### config.mk
export PLATFORM = sky130hd
export DESIGN_NAME = align_pipe
export DESIGN_NICKNAME = d
export VERILOG_FILES = /design/src/rtl/align_pipe.sv
export SDC_FILE = /design/constraint.sdc
export NUM_CORES = 1
export LEC_CHECK = 0
export ABC_CLOCK_PERIOD_IN_PS = 2040
export BUFFER_PORTS_ARGS = -buffer_cell sky130_fd_sc_hd__buf_4
export CAP_MARGIN = 10
export CORE_ASPECT_RATIO = 1.75
export CORE_MARGIN = 2
export CORE_UTILIZATION = 45
export CTS_CLUSTER_SIZE = 25
export DETAILED_ROUTE_END_ITERATION = 10
export GPL_TIMING_DRIVEN = 1
export PLACE_DENSITY_LB_ADDON = 0.08
export SKIP_CTS_REPAIR_TIMING = 1
export SLEW_MARGIN = 20
export SYNTH_ARGS = -nofsm -noshare
export SYNTH_HDL_FRONTEND = slang
export SYNTH_SLANG_ARGS = --single-unit
### constraint.sdc
create_clock -name clock -period 2.04 [get_ports clock]
set_clock_uncertainty 0.15 [all_clocks]
set_input_delay 0.306 -clock clock [delete_from_list [all_inputs] [get_ports clock]]
set_output_delay 0.306 -clock clock [all_outputs]
set_load 0.02 [all_outputs]
### src/rtl/align_pipe.sv
// align_pipe: pipelined leading-zero normaliser with elastic valid/ready stages.
// Build option ALIGN_PIPE_CLAMP_EN limits every shift by the remaining exponent.
module align_pipe #(
    parameter int unsigned ORDER = 3,
    parameter int unsigned W     = 2 ** ORDER,
    parameter int unsigned EW    = 8
) (
    input  logic           clock,
    input  logic           reset_n,
    input  logic           in_valid,
    output logic           in_ready,
    input  logic [W-1:0]   in_data,
    input  logic [EW-1:0]  in_exp,
    output logic           out_valid,
    input  logic           out_ready,
    output logic [W-1:0]   out_data,
    output logic [EW-1:0]  out_exp,
    output logic [ORDER:0] out_count,
    output logic           out_zero,
    output logic           out_denorm
);
    localparam int unsigned HW = 2 ** ORDER;
    localparam int unsigned L  = ORDER + 1;
    localparam int unsigned CW = ORDER + 1;

    logic [L-1:0]           stage_valid;
    logic [L-1:0]           stage_load;
    logic [L-1:0][W-1:0]    stage_data;
    logic [L-1:0][EW-1:0]   stage_exp;
    logic [L-1:0][CW-1:0]   stage_count;
    logic [L-1:0]           stage_zero;
    logic [L-1:0]           stage_flag;

    // Stage k loads when it or any stage after it is empty, or the consumer takes the head.
    always_comb begin
        stage_load = '0;
        for (int k = 0; k < L; k++) begin
            stage_load[k] = out_ready;
            for (int j = k; j < L; j++) begin
                if (!stage_valid[j]) begin
                    stage_load[k] = 1'b1;
                end
            end
        end
    end

    for (genvar k = 0; k < L; k++) begin : g_stage
        localparam int unsigned S = (k == ORDER) ? 1 : (HW >> (k + 1));

        logic          src_valid;
        logic [W-1:0]  src_data;
        logic [EW-1:0] src_exp;
        logic [CW-1:0] src_count;
        logic          src_zero;
        logic          src_flag;

        logic          valid_q, valid_d;
        logic [W-1:0]  data_q, data_d;
        logic [EW-1:0] exp_q, exp_d;
        logic [CW-1:0] count_q, count_d;
        logic          zero_q, zero_d;
        logic          flag_q, flag_d;

        logic          top_zero;
        logic          exp_ok;
        logic          do_shift;

        if (k == 0) begin : g_head
            assign src_valid = in_valid;
            assign src_data  = in_data;
            assign src_exp   = in_exp;
            assign src_count = '0;
            assign src_zero  = (in_data[W-1 -: HW] == '0);
            assign src_flag  = 1'b0;
        end else begin : g_body
            assign src_valid = stage_valid[k-1];
            assign src_data  = stage_data[k-1];
            assign src_exp   = stage_exp[k-1];
            assign src_count = stage_count[k-1];
            assign src_zero  = stage_zero[k-1];
            assign src_flag  = stage_flag[k-1];
        end

        always_comb begin
            top_zero = (src_data[W-1 -: S] == '0);
            exp_ok   = (32'(src_exp) >= S);
`ifdef ALIGN_PIPE_CLAMP_EN
            do_shift = top_zero && exp_ok;
`else
            do_shift = top_zero;
`endif
            valid_d = stage_load[k] ? src_valid : valid_q;
            data_d  = data_q;
            exp_d   = exp_q;
            count_d = count_q;
            zero_d  = zero_q;
            flag_d  = flag_q;
            if (stage_load[k] && src_valid) begin
                data_d  = do_shift ? (src_data << S) : src_data;
                exp_d   = do_shift ? (src_exp - EW'(S)) : src_exp;
                count_d = do_shift ? (src_count + CW'(S)) : src_count;
                zero_d  = src_zero;
                // Clamped: the exponent blocked a wanted shift. Free: the subtraction borrowed.
                flag_d  = src_flag | (top_zero && !exp_ok);
            end
        end

        always_ff @(posedge clock or negedge reset_n) begin
            if (!reset_n) begin
                valid_q <= 1'b0;
                data_q  <= '0;
                exp_q   <= '0;
                count_q <= '0;
                zero_q  <= 1'b0;
                flag_q  <= 1'b0;
            end else begin
                valid_q <= valid_d;
                data_q  <= data_d;
                exp_q   <= exp_d;
                count_q <= count_d;
                zero_q  <= zero_d;
                flag_q  <= flag_d;
            end
        end

        assign stage_valid[k] = valid_q;
        assign stage_data[k]  = data_q;
        assign stage_exp[k]   = exp_q;
        assign stage_count[k] = count_q;
        assign stage_zero[k]  = zero_q;
        assign stage_flag[k]  = flag_q;
    end

    assign in_ready   = stage_load[0];
    assign out_valid  = stage_valid[L-1];
    assign out_data   = stage_data[L-1];
    assign out_exp    = stage_exp[L-1];
    assign out_count  = stage_count[L-1];
    assign out_zero   = stage_zero[L-1];
    assign out_denorm = stage_flag[L-1];

endmodule
==> results of run 1 <==
## cell families after synthesis
kind of cell,synth area share [%]
compound gates,12.1
xor+xnor,5.52
fa+ha+maj,2.52
buf+inv,3.03
flops,54.2
mux,6.56
simple gates,16.0
## placed cells by master (no fill, tap or decap), drive strengths merged, types with 3 or more instances in the layout
cell and n:
a211oi 3, a21oi 12, buf 63, clkbuf 10, dfrtp 86, ha 8, inv 13, mux2 8
mux2i 17, nand2 91, nand3 5, nor2 19, nor2b 3, nor3 8, nor4 5, o21ai 69
xnor2 11, xor2 14
## worst max-delay path: cells and delay by family (launching register included)
family | cells | cell delay [ps]
and+or+nand+nor | 2 | 550
DFF | 1 | 380
buffers and inverters | 1 | 160
## through the flow
stage | cell area [um^2] | total power [W] | util (%)
floorplan | 3970 | 0.00356 | -
global placement | 4550 | 0.00418 | 52.8
detailed placement | 4550 | 0.00423 | 52.8
CTS | 4810 | 0.00570 | 55.9
global route | 4820 | 0.00602 | 56.0
finish | 4820 | 0.00560 | 56.0
## synthesized netlist by cell type (all sizes together)
library cell	n	share of area (%)
or4b	1	0.35
a2111o	1	0.28
a41oi	2	0.44
inv	13	1.2
dfrtp	86	54
mux2	8	2.3
a211oi	3	0.57
nor3	8	1.0
or2	2	0.32
nor2	19	1.8
a31oi	2	0.32
a21oi	12	1.5
nor4	5	0.79
xor2	14	3.1
and2	1	0.16
nor2b	3	0.47
nor4b	2	0.44
nand2b	2	0.32
o21ai	69	8.8
nand3	5	0.63
ha	8	2.5
nand2	91	8.6
clkbuf	17	1.6
mux2i	17	4.3
or3	1	0.16
buf	2	0.19
nand3b	1	0.19
o21bai	1	0.19
or4	2	0.38
nand4b	2	0.44
xnor2	11	2.4
## final cells by class
cell class	count	area, um^2	area share [%]
sequential	86	2150	44.6
multi-input combinational	293	1700	35.3
timing repair buffer	64	508	10.5
clock buffer	10	239	4.95
tap	117	146	3.04
inverter	13	48.8	1.01
clock inverter	4	25.0	0.519
## flip-flops by register name, summed over array words and instances (netlist names)
register,cells
out_data,8
out_count,4
g_stage.count_q,6
out_exp,8
out_valid,1
g_stage.data_q,24
out_zero,1
g_stage.zero_q,3
g_stage.exp_q,24
g_stage.flag_q,3
out_denorm,1
g_stage.valid_q,3
## power groups by stage
stage / registers (W) / clock network, W / logic, W
3_3_place_gp: 0.00255 / 0 / 0.00162
3_5_place_dp: 0.00258 / 0 / 0.00165
6_report: 0.00253 / 0.00145 / 0.00162
4_1_cts: 0.00255 / 0.00150 / 0.00165
2_1_floorplan: 0.00269 / 0 / 0.000875
5_1_grt: 0.00261 / 0.00157 / 0.00184
## routing by layer
layer / wire, um / share of wire (%)
met5: 0 / 0
met4: 176 / 2.4
met3: 238 / 3.3
met2: 4050 / 56
met1: 2830 / 39
## worst max-delay path by stage
stage	from	endpoint	slack, ps	cells past startpoint
2_1_floorplan	in_data[4]	g_stage[0].flag_q$_DFFE_PN0P_	90	4
3_3_place_gp	in_data[4]	g_stage[0].flag_q$_DFFE_PN0P_	-90	5
3_5_place_dp	in_data[4]	g_stage[0].flag_q$_DFFE_PN0P_	-110	5
4_1_cts	out_valid$_DFFE_PN0N_	in_ready	150	3
5_1_grt	out_valid$_DFFE_PN0N_	in_ready	80	3
6_report	g_stage[2].valid_q$_DFFE_PN0N_	in_ready	170	3
==> results.md, run 1 <==
* Net Sw Frac at 33.2%
* Crit path capture type: primary output
* CTS Sinks at 86
* GRT busiest layer: met2
* Initial antenna violation count at 0
* First-pass GRT wire length at roughly 12 mm
* Site Rows at 45
* Via count at 2847
* Worst min path class: in -> reg
* Crit path kind: reg -> out
* Slowest cell on the critical path: dfrtp_1
* M1 GR Usage at between 10% and 20%
* Pin count of the biggest net entering global routing at 40
* Worst-skew pair later-pin latency at 330 ps
* RSZ-0062 raised after global routing: false
* Die area at 0.00962 mm^2
* Post-synthesis cell area at a little under 0.004 mm^2
* Pint at between 0.003 and 0.004 W
* #FFs+latches synth at 86
* YS warnings at 0
* Max incr delay on CP at approximately 380 ps
* Worst Hold Launch: in_valid
* Placed Cells at 572
* Crit start category: register
* Hold path cells at 2
* Pwr Density at 1160 mW/mm^2
* Synthesized net count at 439
* Worst slew pin tran at 541 ps
* Layout Nets at 495
* CTS tree: done
* Routability cong. at 0.739
* Maximum clock rate at 534 MHz
* DR pass1 iterations at 4
* Total Routed Length at 7.30 mm
* Worst r2r src: g_stage[1].exp_q[1]$_DFFE_PN0P_
* Outcome: complete, no violations
* Fin crit period at 1870 ps
* Hold endpoint: g_stage[0].valid_q$_DFFE_PN0P_
* Layout Cells excl Fill at 587
* Worst R2R End: g_stage[2].exp_q[6]$_DFFE_PN0P_
* Final hold vios at 0
* Sw power at 0.00186 W
* Setup TNS at 0 ps
* M3 GR Usage at ~4.8%
* Input/output buffers at 43
* H-tree levels at 3
* Via density at 4.85
* Maximum VDD drop at 0.471 mV
* Met2 usage at 29.8%
* Endpoint required time on the critical path at around 1600 ps
* Maximum buffer depth of the clock tree at 2
* Clk network pwr share at 25.9%
* Fill cell count at about 840
* P&R area growth vs syn at 21.5%
* CP max FO at 4
* Final Cycle Share at 91.8%
* Layout cell share with drive strength beyond 1 at 19.4%
* Final setup viols at 0
* Cells after Synth at approximately 410
* Pins Over Slew Limit at 0
* Die Height at 128 um
* Slew headroom at 63.6%
* LEAKAGE at approximately 2.2 nW
* Reg2reg setup slack at 360 ps
* Antenna-violating nets left at 0
* Syn Area/Cell at between 9 and 10 um^2
* R2R cell count at 7
* Antenna Cells at 0
* Part of the power in registers at 45.2%
* Post-synthesis sequential area ratio at 54.2%
* TritonCTS Buffers at 9
* Die Wd at 75.0 um
* Clk slew on worst S/H paths at around 60 ps
* Starting Density at between 40% and 50%
* Grt total ovfl at 0
* Maxcap violations at 0
* # IOs at 44
* Gate power share at ~29%
* Worst hold-check slack at 26.5 ps
* WL per Instance at 12.4 um
* Vias in the first global route at 2758
* CP Data Arrival Time at 1420 ps
* Synth unique cells at 33
* Pre-CTS setup slack at -109 ps
* Drt drc at 0
* Clk root buf: clkbuf_16
* Core region area at about 0.0086 mm^2
* Final HPWL from detailed placement at 5.65 mm
* CP Cell Sequence: nand4b_1 > or2_2 > buf_4
* Global Route Usage Sum at 17.1%
* Starting DRT DRC Count at ~110
* Worst setup margin at 167 ps
Power figures use the tool's default switching activity.
==> run 2, diff against run 1 <==
--- a/config.mk
+++ b/config.mk
@@ -12,5 +12,5 @@
 export CORE_MARGIN = 2
 export CORE_UTILIZATION = 45
-export CTS_CLUSTER_SIZE = 25
+export CTS_BUF_LIST = sky130_fd_sc_hd__clkbuf_8 sky130_fd_sc_hd__clkbuf_16
 export DETAILED_ROUTE_END_ITERATION = 10
 export GPL_TIMING_DRIVEN = 1
==> constraint.sdc (replaced) <==
create_clock -name clock -period 2.04 [get_ports clock]
set_clock_uncertainty 0.15 [all_clocks]
set_input_delay 0.102 -clock clock [delete_from_list [all_inputs] [get_ports clock]]
set_output_delay 0.102 -clock clock [all_outputs]
set_load 0.02 [all_outputs]
==> results.md, run 2 (same netlist as run 1, synthesis figures left out) <==
* Crit path kind: in -> reg (was reg -> out)
* Pwr Density at 1140 mW/mm^2 (was 1160 mW/mm^2)
* Maximum VDD drop at 0.549 mV (was 0.471 mV)
* Most frequent cells in the layout: nand2_1, dfrtp_1, o21ai_0 (unchanged)
* Violated checks: negative hold slack
* Clk slew on worst S/H paths at 60 ps (about the same)
* Starting DRT DRC Count at 119 (was 105)
* Slew headroom at 64.1% (was 63.6%)
* LEAKAGE at 2.28 nW (was 2.23 nW)
* Crit path to: g_stage[0].flag_q$_DFFE_PN0P_ (was in_ready)
* Initial antenna violation count at 0 (unchanged)
* Final HPWL from detailed placement at 5.52 mm (was 5.65 mm)
* Maximum buffer depth of the clock tree at 2 (unchanged)
* Design area at 0.00494 mm^2 (was 0.00482 mm^2)
* Site Rows at 45 (unchanged)
* CTS tree: done (unchanged)
* Pre-CTS setup slack at 7.13 ps (was -109 ps)
* Top flop regs: g_stage.data_q x24, g_stage.exp_q x24 (unchanged)
* Outcome: complete, but fails checks (was complete, no violations)
* First-pass GRT wire length at 12.5 mm (was 12.4 mm)
* Crit path capture type: register (was primary output)
* Crit start category: input pin (was register)
* Worst min path class: in -> reg (unchanged)
* H-tree levels at 3 (unchanged)
* Die Height at 128 um (unchanged)
* CP max FO at 4 (unchanged)
* Vias in the first global route at 2705 (was 2758)
* Commonest non-fill, non-tap cell in the layout: nand2_1 (unchanged)
* Final hold vios at 1 (was 0)
* Layout cell share with drive strength beyond 1 at 18.0% (was 19.4%)
* Core region area at 0.00861 mm^2 (unchanged)
* Fin crit period at 1880 ps (was 1870 ps)
* DP Area at 0.00451 mm^2 (was 0.00455 mm^2)
* Die area at 0.00962 mm^2 (unchanged)
* Worst slew pin tran at 534 ps (was 541 ps)
* RSZ-0062 raised after global routing: false (unchanged)
* P&R area growth vs syn at 24.4% (was 21.5%)
* DR pass1 iterations at 4 (unchanged)
* Final Core Density at 57.3% (was 56.0%)
* Pins Over Slew Limit at 0 (unchanged)
* CP Data Arrival Time at 2000 ps (was 1420 ps)
* Global Route Usage Sum at 17.0% (was 17.1%)
* Clk root buf: clkbuf_16 (unchanged)
* Endpoint required time on the critical path at 2160 ps (was 1580 ps)
* Final setup viols at 0 (unchanged)
* Via count at 2897 (was 2847)
* Reg2reg setup slack at 360 ps (about the same)
* Antenna-violating nets left at 0 (unchanged)
* Grt total ovfl at 0 (unchanged)
* Final Cycle Share at 92.4% (was 91.8%)
* Worst r2r src: g_stage[1].exp_q[1]$_DFFE_PN0P_ (unchanged)
* # IOs at 44 (unchanged)
* Worst-skew pair later-pin latency at 340 ps (was 330 ps)
* Maxcap violations at 0 (unchanged)
* Worst hold-check slack at -12.2 ps (was 26.5 ps)
* Input/output buffers at 43 (unchanged)
* Total Routed Length at 7.38 mm (was 7.30 mm)
* Maximum clock rate at 531 MHz (was 534 MHz)
* Worst setup margin at 155 ps (was 167 ps)
* CTS Sinks at 86 (unchanged)
* Layout Nets at 506 (was 495)
* Die Wd at 75.0 um (unchanged)
* Pin count of the biggest net entering global routing at 49 (was 40)
* Worst R2R End: g_stage[2].exp_q[6]$_DFFE_PN0P_ (unchanged)
* Via density at 4.83 (was 4.85)
* Routability cong. at 0.749 (was 0.739)
* Setup TNS at 0 ps (unchanged)
* R2R cell count at 6 (was 7)
* Antenna Cells at 0 (unchanged)
* Critical path origin: in_exp[3] (was g_stage[2].valid_q$_DFFE_PN0N_)
* TritonCTS Buffers at 9 (unchanged)
* WL per Instance at 12.3 um (was 12.4 um)
* Drt drc at 0 (unchanged)
* Starting Density at 46.1% (unchanged)
==> run 2: cell types whose count changed in the layout (fill, tap and decap cells not counted) <==
cell           change
buf_12             -1
buf_4              -3
dlygate4sd3_1     +15
inv_1              +2
clkinvlp_4         -1
clkinv_2           +1
==> run 2: final cells by class <==
type / instances / area [um^2]
clock buffers: 10 / 239
fillers: 801 / 3680
flip-flops and latches: 86 / 2150
multi-input cells: 293 / 1700
inverters: 13 / 48.8
clock inverters: 6 / 30.0
repair buffers: 75 / 616
well taps: 117 / 146
==> run 2: worst min path at each step <==
stage / start / end / slack [ps] / cells past startpoint
after CTS: reset_n / out_exp[7]$_DFFE_PN0P_ / -400 / 1
after detailed placement: reset_n / out_exp[7]$_DFFE_PN0P_ / -50 / 1
final: out_ready / g_stage[1].valid_q$_DFFE_PN0N_ / -10 / 3
after floorplan: reset_n / g_stage[0].count_q[2]$_DFFE_PN0P_ / -340 / 0
after global routing: out_ready / g_stage[1].valid_q$_DFFE_PN0N_ / 3 / 3
after global placement: reset_n / out_exp[7]$_DFFE_PN0P_ / -40 / 1
==> run 2: critical path, cell delays in order <==
cell,delay (ps)
dlygate4sd3_1,530
buf_4,150
inv_1,80
ha_1,160
or4b_4,470
a2111o_1,410
o21ai_2,110
==> run 2: where the power goes <==
| group | internal, W | switching [W] |
|---|---|---|
| clock | 0.000841 | 0.000622 |
| sequential | 0.00216 | 0.000374 |
| combinational | 0.000755 | 0.000877 |
==> run 2: layer usage <==
layer,track usage (%),part of all wire [%],vias to the layer above
met5,0,0,-
met4,8.82,2.4,0
met3,2.36,2.2,12
met2,29.5,56,41
met1,19.6,39,1314
li1,-,-,1530
==> run 2: per-stage QoR <==
step / hold slack [ps] / power [W] / std cells
after floorplan: -344 / 0.00356 / 411
after detailed placement: -46.1 / 0.00422 / 568
after global routing: 2.82 / 0.00604 / 600
final: -12.2 / 0.00563 / 600
after global placement: -43.3 / 0.00417 / 568
after CTS: -404 / 0.00569 / 584
